[src/rtl/icache_interface_pkg.sv]
// Shared types and geometry for the instruction-cache responder.
package icache_interface_pkg;

    localparam int XLEN            = 32;
    localparam int ICACHE_OFFSET   = 4;                   // 16-byte lines
    localparam int ICACHE_LINE_LEN = 8 << ICACHE_OFFSET;  // bits per line

    typedef struct packed {
        logic [XLEN-1:0]            pc;
        logic [ICACHE_LINE_LEN-1:0] line;
    } icache_out_t;

    typedef enum logic [1:0] {
        IDLE,
        MISS_REQ,
        MISS_WAIT,
        DRAIN
    } icache_state_t;

    // Clears the byte-offset bits so the refill address points at the line start.
    function automatic logic [XLEN-1:0] line_align(input logic [XLEN-1:0] addr);
        return {addr[XLEN-1:ICACHE_OFFSET], {ICACHE_OFFSET{1'b0}}};
    endfunction

endpackage

[src/rtl/icache_interface_if.sv]
// Fetch-side and memory-side signal bundle of the instruction-cache responder.
interface icache_interface_if;
    import icache_interface_pkg::*;

    // fetch side
    logic                       flush_i;
    logic                       invalidate_i;
    logic                       read_req_i;
    logic [XLEN-1:0]            addr_i;
    logic                       read_done_o;
    icache_out_t                cache_out_o;
    // memory side
    logic                       mem_req_valid_o;
    logic                       mem_req_ready_i;
    logic [XLEN-1:0]            mem_req_addr_o;
    logic                       mem_resp_valid_i;
    logic [ICACHE_LINE_LEN-1:0] mem_resp_line_i;

    // The cache itself.
    modport slave (
        input  flush_i, invalidate_i, read_req_i, addr_i,
        output read_done_o, cache_out_o,
        output mem_req_valid_o, mem_req_addr_o,
        input  mem_req_ready_i, mem_resp_valid_i, mem_resp_line_i
    );

    // Whoever drives fetch requests and plays the memory.
    modport master (
        output flush_i, invalidate_i, read_req_i, addr_i,
        input  read_done_o, cache_out_o,
        input  mem_req_valid_o, mem_req_addr_o,
        output mem_req_ready_i, mem_resp_valid_i, mem_resp_line_i
    );

endinterface

[src/rtl/icache_line_store.sv]
// Direct-mapped, register-based line store: data/tag/valid arrays,
// combinational read, one write port and a bulk valid clear.
module icache_line_store
    import icache_interface_pkg::*;
#(
    parameter int SETS  = 16,
    parameter int IDX_W = $clog2(SETS),
    parameter int TAG_W = XLEN - ICACHE_OFFSET - IDX_W
) (
    input  logic                       clk_i,
    input  logic                       rst_n_i,
    input  logic [IDX_W-1:0]           rd_index,
    output logic                       rd_valid,
    output logic [TAG_W-1:0]           rd_tag,
    output logic [ICACHE_LINE_LEN-1:0] rd_line,
    input  logic                       wr_en,
    input  logic [IDX_W-1:0]           wr_index,
    input  logic [TAG_W-1:0]           wr_tag,
    input  logic [ICACHE_LINE_LEN-1:0] wr_line,
    input  logic                       clear_all
);

    logic [SETS-1:0]            valid_q;
    logic [TAG_W-1:0]           tag_q  [SETS];
    logic [ICACHE_LINE_LEN-1:0] data_q [SETS];

    // Valid bits: a clear wins over a coinciding refill, so that line ends invalid.
    always_ff @(posedge clk_i or negedge rst_n_i) begin
        if (!rst_n_i) begin
            // NOTE: sequential state uses <= so every flop samples pre-edge values.
            valid_q <= '0;
        end else if (clear_all) begin
            valid_q <= '0;
        end else if (wr_en) begin
            valid_q[wr_index] <= 1'b1;
        end
    end

    // Tag and data arrays take the refill.
    // NOTE: no reset on tag/data storage; the valid bits alone qualify their contents.
    always_ff @(posedge clk_i) begin
        if (wr_en) begin
            tag_q[wr_index]  <= wr_tag;
            data_q[wr_index] <= wr_line;
        end
    end

    assign rd_valid = valid_q[rd_index];
    assign rd_tag   = tag_q[rd_index];
    assign rd_line  = data_q[rd_index];

endmodule

[src/rtl/icache_interface.sv]
// Instruction-cache responder: looks up fetch requests, refills misses from
// memory and returns {pc, line} with a one-cycle completion strobe.
module icache_interface
    import icache_interface_pkg::*;
#(
    parameter int SETS = 16
) (
    input  logic               clk_i,
    input  logic               rst_n_i,
    icache_interface_if.slave  bus
);

    localparam int IDX_W = $clog2(SETS);
    localparam int TAG_W = XLEN - ICACHE_OFFSET - IDX_W;

    icache_state_t   state_q, state_d;
    logic [XLEN-1:0] addr_q, addr_d;
    logic            done_q, done_d;
    icache_out_t     out_q, out_d;
    logic            req_valid_q, req_valid_d;
    logic [XLEN-1:0] req_addr_q, req_addr_d;

    logic                       rd_valid;
    logic [TAG_W-1:0]           rd_tag;
    logic [ICACHE_LINE_LEN-1:0] rd_line;
    logic                       wr_en;
    logic                       hit;

    logic [IDX_W-1:0] lookup_index;
    logic [TAG_W-1:0] lookup_tag;

    assign lookup_index = bus.addr_i[ICACHE_OFFSET +: IDX_W];
    assign lookup_tag   = bus.addr_i[XLEN-1 -: TAG_W];
    assign hit          = rd_valid && (rd_tag == lookup_tag);

    icache_line_store #(
        .SETS (SETS),
        .IDX_W(IDX_W),
        .TAG_W(TAG_W)
    ) u_store (
        .clk_i    (clk_i),
        .rst_n_i  (rst_n_i),
        .rd_index (lookup_index),
        .rd_valid (rd_valid),
        .rd_tag   (rd_tag),
        .rd_line  (rd_line),
        .wr_en    (wr_en),
        .wr_index (addr_q[ICACHE_OFFSET +: IDX_W]),
        .wr_tag   (addr_q[XLEN-1 -: TAG_W]),
        .wr_line  (bus.mem_resp_line_i),
        .clear_all(bus.invalidate_i)
    );

    // Next-state and next-output logic of the request FSM.
    always_comb begin
        // NOTE: every output of this block gets a default first, so no latches are inferred.
        state_d     = state_q;
        addr_d      = addr_q;
        done_d      = 1'b0;
        out_d       = out_q;
        req_valid_d = req_valid_q;
        req_addr_d  = req_addr_q;
        wr_en       = 1'b0;

        unique case (state_q)
            IDLE: begin
                if (bus.read_req_i && !bus.flush_i) begin
                    addr_d = bus.addr_i;
                    if (hit) begin
                        done_d = 1'b1;
                        out_d  = '{pc: bus.addr_i, line: rd_line};
                    end else begin
                        state_d     = MISS_REQ;
                        req_valid_d = 1'b1;
                        req_addr_d  = line_align(bus.addr_i);
                    end
                end
            end
            MISS_REQ: begin
                if (bus.mem_req_ready_i) begin
                    // Once the handshake happens a response is owed, so a
                    // simultaneous flush must still drain it.
                    req_valid_d = 1'b0;
                    state_d     = bus.flush_i ? DRAIN : MISS_WAIT;
                end else if (bus.flush_i) begin
                    req_valid_d = 1'b0;
                    state_d     = IDLE;
                end
            end
            MISS_WAIT: begin
                if (bus.mem_resp_valid_i) begin
                    wr_en   = 1'b1;
                    state_d = IDLE;
                    if (!bus.flush_i) begin
                        done_d = 1'b1;
                        out_d  = '{pc: addr_q, line: bus.mem_resp_line_i};
                    end
                end else if (bus.flush_i) begin
                    state_d = DRAIN;
                end
            end
            DRAIN: begin
                if (bus.mem_resp_valid_i) begin
                    wr_en   = 1'b1;
                    state_d = IDLE;
                end
            end
            default: state_d = IDLE;
        endcase

        if (bus.flush_i) begin
            out_d = '0;
        end
    end

    // State register.
    always_ff @(posedge clk_i or negedge rst_n_i) begin
        if (!rst_n_i) begin
            state_q <= IDLE;
        end else begin
            state_q <= state_d;
        end
    end

    // Address latch and registered outputs.
    always_ff @(posedge clk_i or negedge rst_n_i) begin
        if (!rst_n_i) begin
            addr_q      <= '0;
            done_q      <= 1'b0;
            out_q       <= '0;
            req_valid_q <= 1'b0;
            req_addr_q  <= '0;
        end else begin
            addr_q      <= addr_d;
            done_q      <= done_d;
            out_q       <= out_d;
            req_valid_q <= req_valid_d;
            req_addr_q  <= req_addr_d;
        end
    end

    assign bus.read_done_o     = done_q;
    assign bus.cache_out_o     = out_q;
    assign bus.mem_req_valid_o = req_valid_q;
    assign bus.mem_req_addr_o  = req_addr_q;

endmodule

[src/flat_wrapper.sv]
// flat-port wrapper written by rule: the top's interface ports become plain ports
module icache_interface_flat import icache_interface_pkg::*;
#(
    parameter int SETS = 16
)
  (clk_i, rst_n_i, bus_flush_i, bus_invalidate_i, bus_read_req_i, bus_addr_i, bus_read_done_o, bus_cache_out_o, bus_mem_req_valid_o, bus_mem_req_addr_o, bus_mem_req_ready_i, bus_mem_resp_valid_i, bus_mem_resp_line_i);
  icache_interface_if bus_i ();
  input  logic clk_i;
  input  logic rst_n_i;
  input wire logic [$bits(bus_i.flush_i)-1:0] bus_flush_i;
  input wire logic [$bits(bus_i.invalidate_i)-1:0] bus_invalidate_i;
  input wire logic [$bits(bus_i.read_req_i)-1:0] bus_read_req_i;
  input wire logic [$bits(bus_i.addr_i)-1:0] bus_addr_i;
  output wire logic [$bits(bus_i.read_done_o)-1:0] bus_read_done_o;
  output wire logic [$bits(bus_i.cache_out_o)-1:0] bus_cache_out_o;
  output wire logic [$bits(bus_i.mem_req_valid_o)-1:0] bus_mem_req_valid_o;
  output wire logic [$bits(bus_i.mem_req_addr_o)-1:0] bus_mem_req_addr_o;
  input wire logic [$bits(bus_i.mem_req_ready_i)-1:0] bus_mem_req_ready_i;
  input wire logic [$bits(bus_i.mem_resp_valid_i)-1:0] bus_mem_resp_valid_i;
  input wire logic [$bits(bus_i.mem_resp_line_i)-1:0] bus_mem_resp_line_i;
  assign bus_i.flush_i = bus_flush_i;
  assign bus_i.invalidate_i = bus_invalidate_i;
  assign bus_i.read_req_i = bus_read_req_i;
  assign bus_i.addr_i = bus_addr_i;
  assign bus_read_done_o = bus_i.read_done_o;
  assign bus_cache_out_o = bus_i.cache_out_o;
  assign bus_mem_req_valid_o = bus_i.mem_req_valid_o;
  assign bus_mem_req_addr_o = bus_i.mem_req_addr_o;
  assign bus_i.mem_req_ready_i = bus_mem_req_ready_i;
  assign bus_i.mem_resp_valid_i = bus_mem_resp_valid_i;
  assign bus_i.mem_resp_line_i = bus_mem_resp_line_i;
  icache_interface #(.SETS(SETS)) u_core (.clk_i(clk_i), .rst_n_i(rst_n_i), .bus(bus_i));
endmodule
[config.mk]
export PLATFORM = sky130hd
export DESIGN_NAME = icache_interface_flat
export DESIGN_NICKNAME = d
export VERILOG_FILES = /design/src/rtl/icache_interface_pkg.sv /design/src/rtl/icache_interface_if.sv /design/src/rtl/icache_line_store.sv /design/src/rtl/icache_interface.sv /design/src/flat_wrapper.sv
export SDC_FILE = /design/constraint.sdc
export NUM_CORES = 2
export LEC_CHECK = 0
export CORE_ASPECT_RATIO = 1.25
export CORE_MARGIN = 5
export CORE_UTILIZATION = 61
export CTS_CLUSTER_DIAMETER = 30
export DETAILED_ROUTE_END_ITERATION = 10
export PLACE_DENSITY = 0.84
export RECOVER_POWER = 25
export SYNTH_ARGS = -nofsm -noshare
export SYNTH_HDL_FRONTEND = slang
export SYNTH_SLANG_ARGS = --single-unit
[constraint.sdc]
create_clock -name clk_i -period 16.65 [get_ports clk_i]
set_input_delay 3.33 -clock clk_i [delete_from_list [all_inputs] [get_ports clk_i]]
set_output_delay 3.33 -clock clk_i [all_outputs]
set_load 0.02 [all_outputs]
==> impl_metrics.py <==
metrics = {
    "status": {
        "status": "complete, but fails checks",
        "violations": "max-capacitance violations, max-slew violations",
    },
    "global_routing": {
        "grtUsageTotal": 0.324,
        "grt-ovfl-total": 0,
        "grt_pass1_vias": 57398,
        "grt_pass1_wl_mm": 408,
        "antenna_found_initial": 47,
        "grt_max_degree": 153,
    },
    "yosys": {
        "ys_seq_area_frac": 0.770,
        "yosys-top-cells-area": "edfxtp_1 (71%), mux4_2 (15%), dfrtp_1 (5.9%)",
        "synthDominantAreaCellType": "edfxtp_1",
        "syn_area_mm2": 0.103,
        "synthArstFlopShare": 0.0898,
        "ys_ff_latch": 2672,
        "synth-edff-count": 2432,
        "yosysWarnings": 0,
        "synth_cell_types": 61,
        "ys.flop_type": "edfxtp_1",
        "syn_inst": 4490,
        "synth_top_area_frac": 0.711,
        "synth.avg_cell_area_um2": 22.9,
    },
    "setup_path": {
        "rr_worst_depth": 12,
        "crit_path_start_kind": "primary input",
        "r2r-end": "u_core.bus.cache_out_o[15]",
        "r2r_setup_slack_ns": 11.69,
        "worstReg2RegStart": "u_core.u_store.tag_q[3][6]",
        "endpoint": "u_core.bus.cache_out_o[15]",
        "cp.arrival_ns": 9.86,
        "endpoint_kind": "flip-flop",
        "crit_path_start": "bus_addr_i[4]",
        "critical_path.max_fanout": 76,
        "cp.required_ns": 17.39,
        "path_class": "in -> reg",
    },
    "floorplan": {
        "num_io_pins": 361,
        "die_y_um": 469,
        "start_util": 0.613,
        "die_area_mm2": 0.177,
        "core_mm2": 0.168,
        "num_rows": 168,
        "fp.dieW_um": 377,
    },
    "route": {
        "drc": 0,
        "routedWlPerCell_um": 37.0,
        "routed_wl_mm": 282,
        "ant_nets": 0,
        "via_per_inst": 7.15,
        "drt_pass1_iterations": 6,
        "num_vias": 54463,
        "drt_iter0_drc": 7983,
    },
    "sta": {
        "fmax_mhz": 110,
        "final.period_utilization": 0.548,
        "slew_viol_final": 90,
        "setup_tns_ns": 0,
        "layout_min_cycle_time_ns": 9.12,
        "max_slew_margin": -2.43,
        "finalHoldViolCount": 0,
        "report.final.setup_viol": 0,
        "holdWs_ns": 0.484,
        "worst_pin_slew_ns": 5.15,
        "clock_skew_ns": 0.0839,
        "rsz0062_at_grt": "false",
    },
    "power_and_ir_drop": {
        "peakVddDrop_uv": 143,
        "p_int_uw": 13500,
        "p_seq_frac": 0.449,
        "p_clk_frac": 0.459,
        "comb_power_share": 0.092,
        "leakage_uw": 0.0407,
        "sw_frac_of_total": 0.251,
        "p_switching_uw": 4540,
        "powerDensity_mw_per_mm2": 148,
    },
    "placed_design": {
        "port_buffers": 356,
        "hpwlAfterDp_mm": 129,
        "gp_congestion": 0.766,
    },
    "clocking": {
        "cts_buffers": 392,
        "clk-insertion-delay-late_ns": 0.99,
        "cts_tree": "yes",
        "post_cts_buffers": 0,
        "clk_pin_slew_worst_paths_ns": 0.05,
        "root_buffer": "clkbuf_16",
        "numClockSinks": 2672,
        "htreeDepth": 5,
        "cts_hold_buffers": 0,
        "clockBufferDepth": 4,
        "cts_resized": 0,
    },
    "worst_hold_path": {
        "hold_path_class": "reg -> reg",
    },
    "layout": {
        "area_growth_pct": 18.7,
        "final_common_cell": "edfxtp_1",
        "fin_nets": 5232,
        "layout_common_cells": "edfxtp_1 (2432), mux4_2 (704), clkbuf_16 (401)",
        "drive_gt1_frac": 0.287,
    },
    "run": {
        "maxCapViolations": 1,
    },
}
cells in the mapped netlist (7+ instances only):
cell type  number
edfxtp_1     2432
mux4_2        704
dfrtp_1       240
mux2i_1       176
nor2_1        163
clkbuf_1      146
o2bb2ai_1     102
buf_2          76
o22ai_1        67
o311a_1        58
mux2_2         55
nand2_1        33
a22oi_1        28
buf_6          26
a21oi_1        22
buf_4          13
xor2_1         12
a22o_1         10
inv_1          10
o21ai_0        10
xnor2_1        10
and3_1          7
buf_1           7
nor2b_1         7
final cells by class:
cell class / instances / area [um2]
clock inverter: 274 / 2910
antenna: 26 / 65.1
fill: 8570 / 45700
multi-input combinational: 1537 / 22300
tap: 2210 / 2770
inverter: 10 / 45.0
sequential: 2672 / 79000
clock buffer: 441 / 10300
timing repair buffer: 452 / 4400
kinds of logic (layout without fill, tap and decap cells):
family / count (synthesis) / count (layout) / share of synthesized area
mux: 935 / 935 / 0.178
flops: 2672 / 2672 / 0.770
xor+xnor: 22 / 22 / 0.00188
compound gates: 331 / 331 / 0.0258
other cells: 1 / 30 / 0.0000365
buf+inv: 284 / 1177 / 0.0144
simple gates: 245 / 245 / 0.0103
how the worst min path moves through the flow:
stage	startpoint	endpoint	slack (ns)	depth (start not counted)
floorplan	u_core.u_store.valid_q[2]	u_core.u_store.valid_q[2]	0.46	2
global placement	u_core.bus.cache_out_o[31]	u_core.bus.cache_out_o[31]	0.47	1
detailed placement	u_core.bus.cache_out_o[141]	u_core.bus.cache_out_o[141]	0.47	1
CTS	u_core.bus.cache_out_o[141]	u_core.bus.cache_out_o[141]	0.49	1
global route	u_core.bus.cache_out_o[141]	u_core.bus.cache_out_o[141]	0.49	1
finish	u_core.bus.mem_req_addr_o[6]	u_core.bus.mem_req_addr_o[6]	0.48	2
through the flow:
step                cell area [um2]  total power (uW)  std cells  setup slack [ns]  utilization
CTS                          122000             18100       7596              7.53        0.727
detailed placement           109000              9830       6881              6.75        0.648
global placement             109000              9750       6881              6.87        0.648
floorplan                    103000              9070       4493              1.73            -
global route                 122000             18600       7604              7.04        0.727
finish                       122000             18100       7622              7.53        0.727
critical path: stages:
cell and delay (ns):
buf_8 0.57, buf_4 0.93, buf_4 0.81, mux4_2 0.60
a22oi_1 0.24, nand2_1 0.11, xor2_1 0.17, nor4_2 0.45
nand4_2 0.34, nor3b_4 0.27, buf_4 0.54, nor3_4 0.07
buf_4 0.32, buf_4 0.49, o2bb2ai_1 0.31
state kept, by name, summed over array words and instances (netlist names), 2 cells and up:
| name | cells |
|---|---|
| u_core.addr_q | 32 |
| u_core.u_store.data_q | 2048 |
| u_core.state_q | 2 |
| u_core.u_store.tag_q | 384 |
| u_core.bus.cache_out_o | 160 |
| u_core.bus.mem_req_addr_o | 28 |
| u_core.u_store.valid_q | 16 |
power groups by stage:
stage	clock [uW]	combinational, uW	sequential (uW)
floorplan	0	812	8250
global placement	0	1570	8180
detailed placement	0	1610	8220
CTS	8360	1660	8110
global route	8720	1730	8150
finish	8300	1660	8130
routing by layer:
layer	vias up	part of all wire	track usage	routed length (um)
met5	-	0.00077	0	218
met1	28370	0.33	0.419	94600
met3	915	0.12	0.0951	34900
met2	4742	0.50	0.534	142000
met4	34	0.038	0.116	10900
li1	20402	-	-	-
Power figures use the tool's default switching activity.
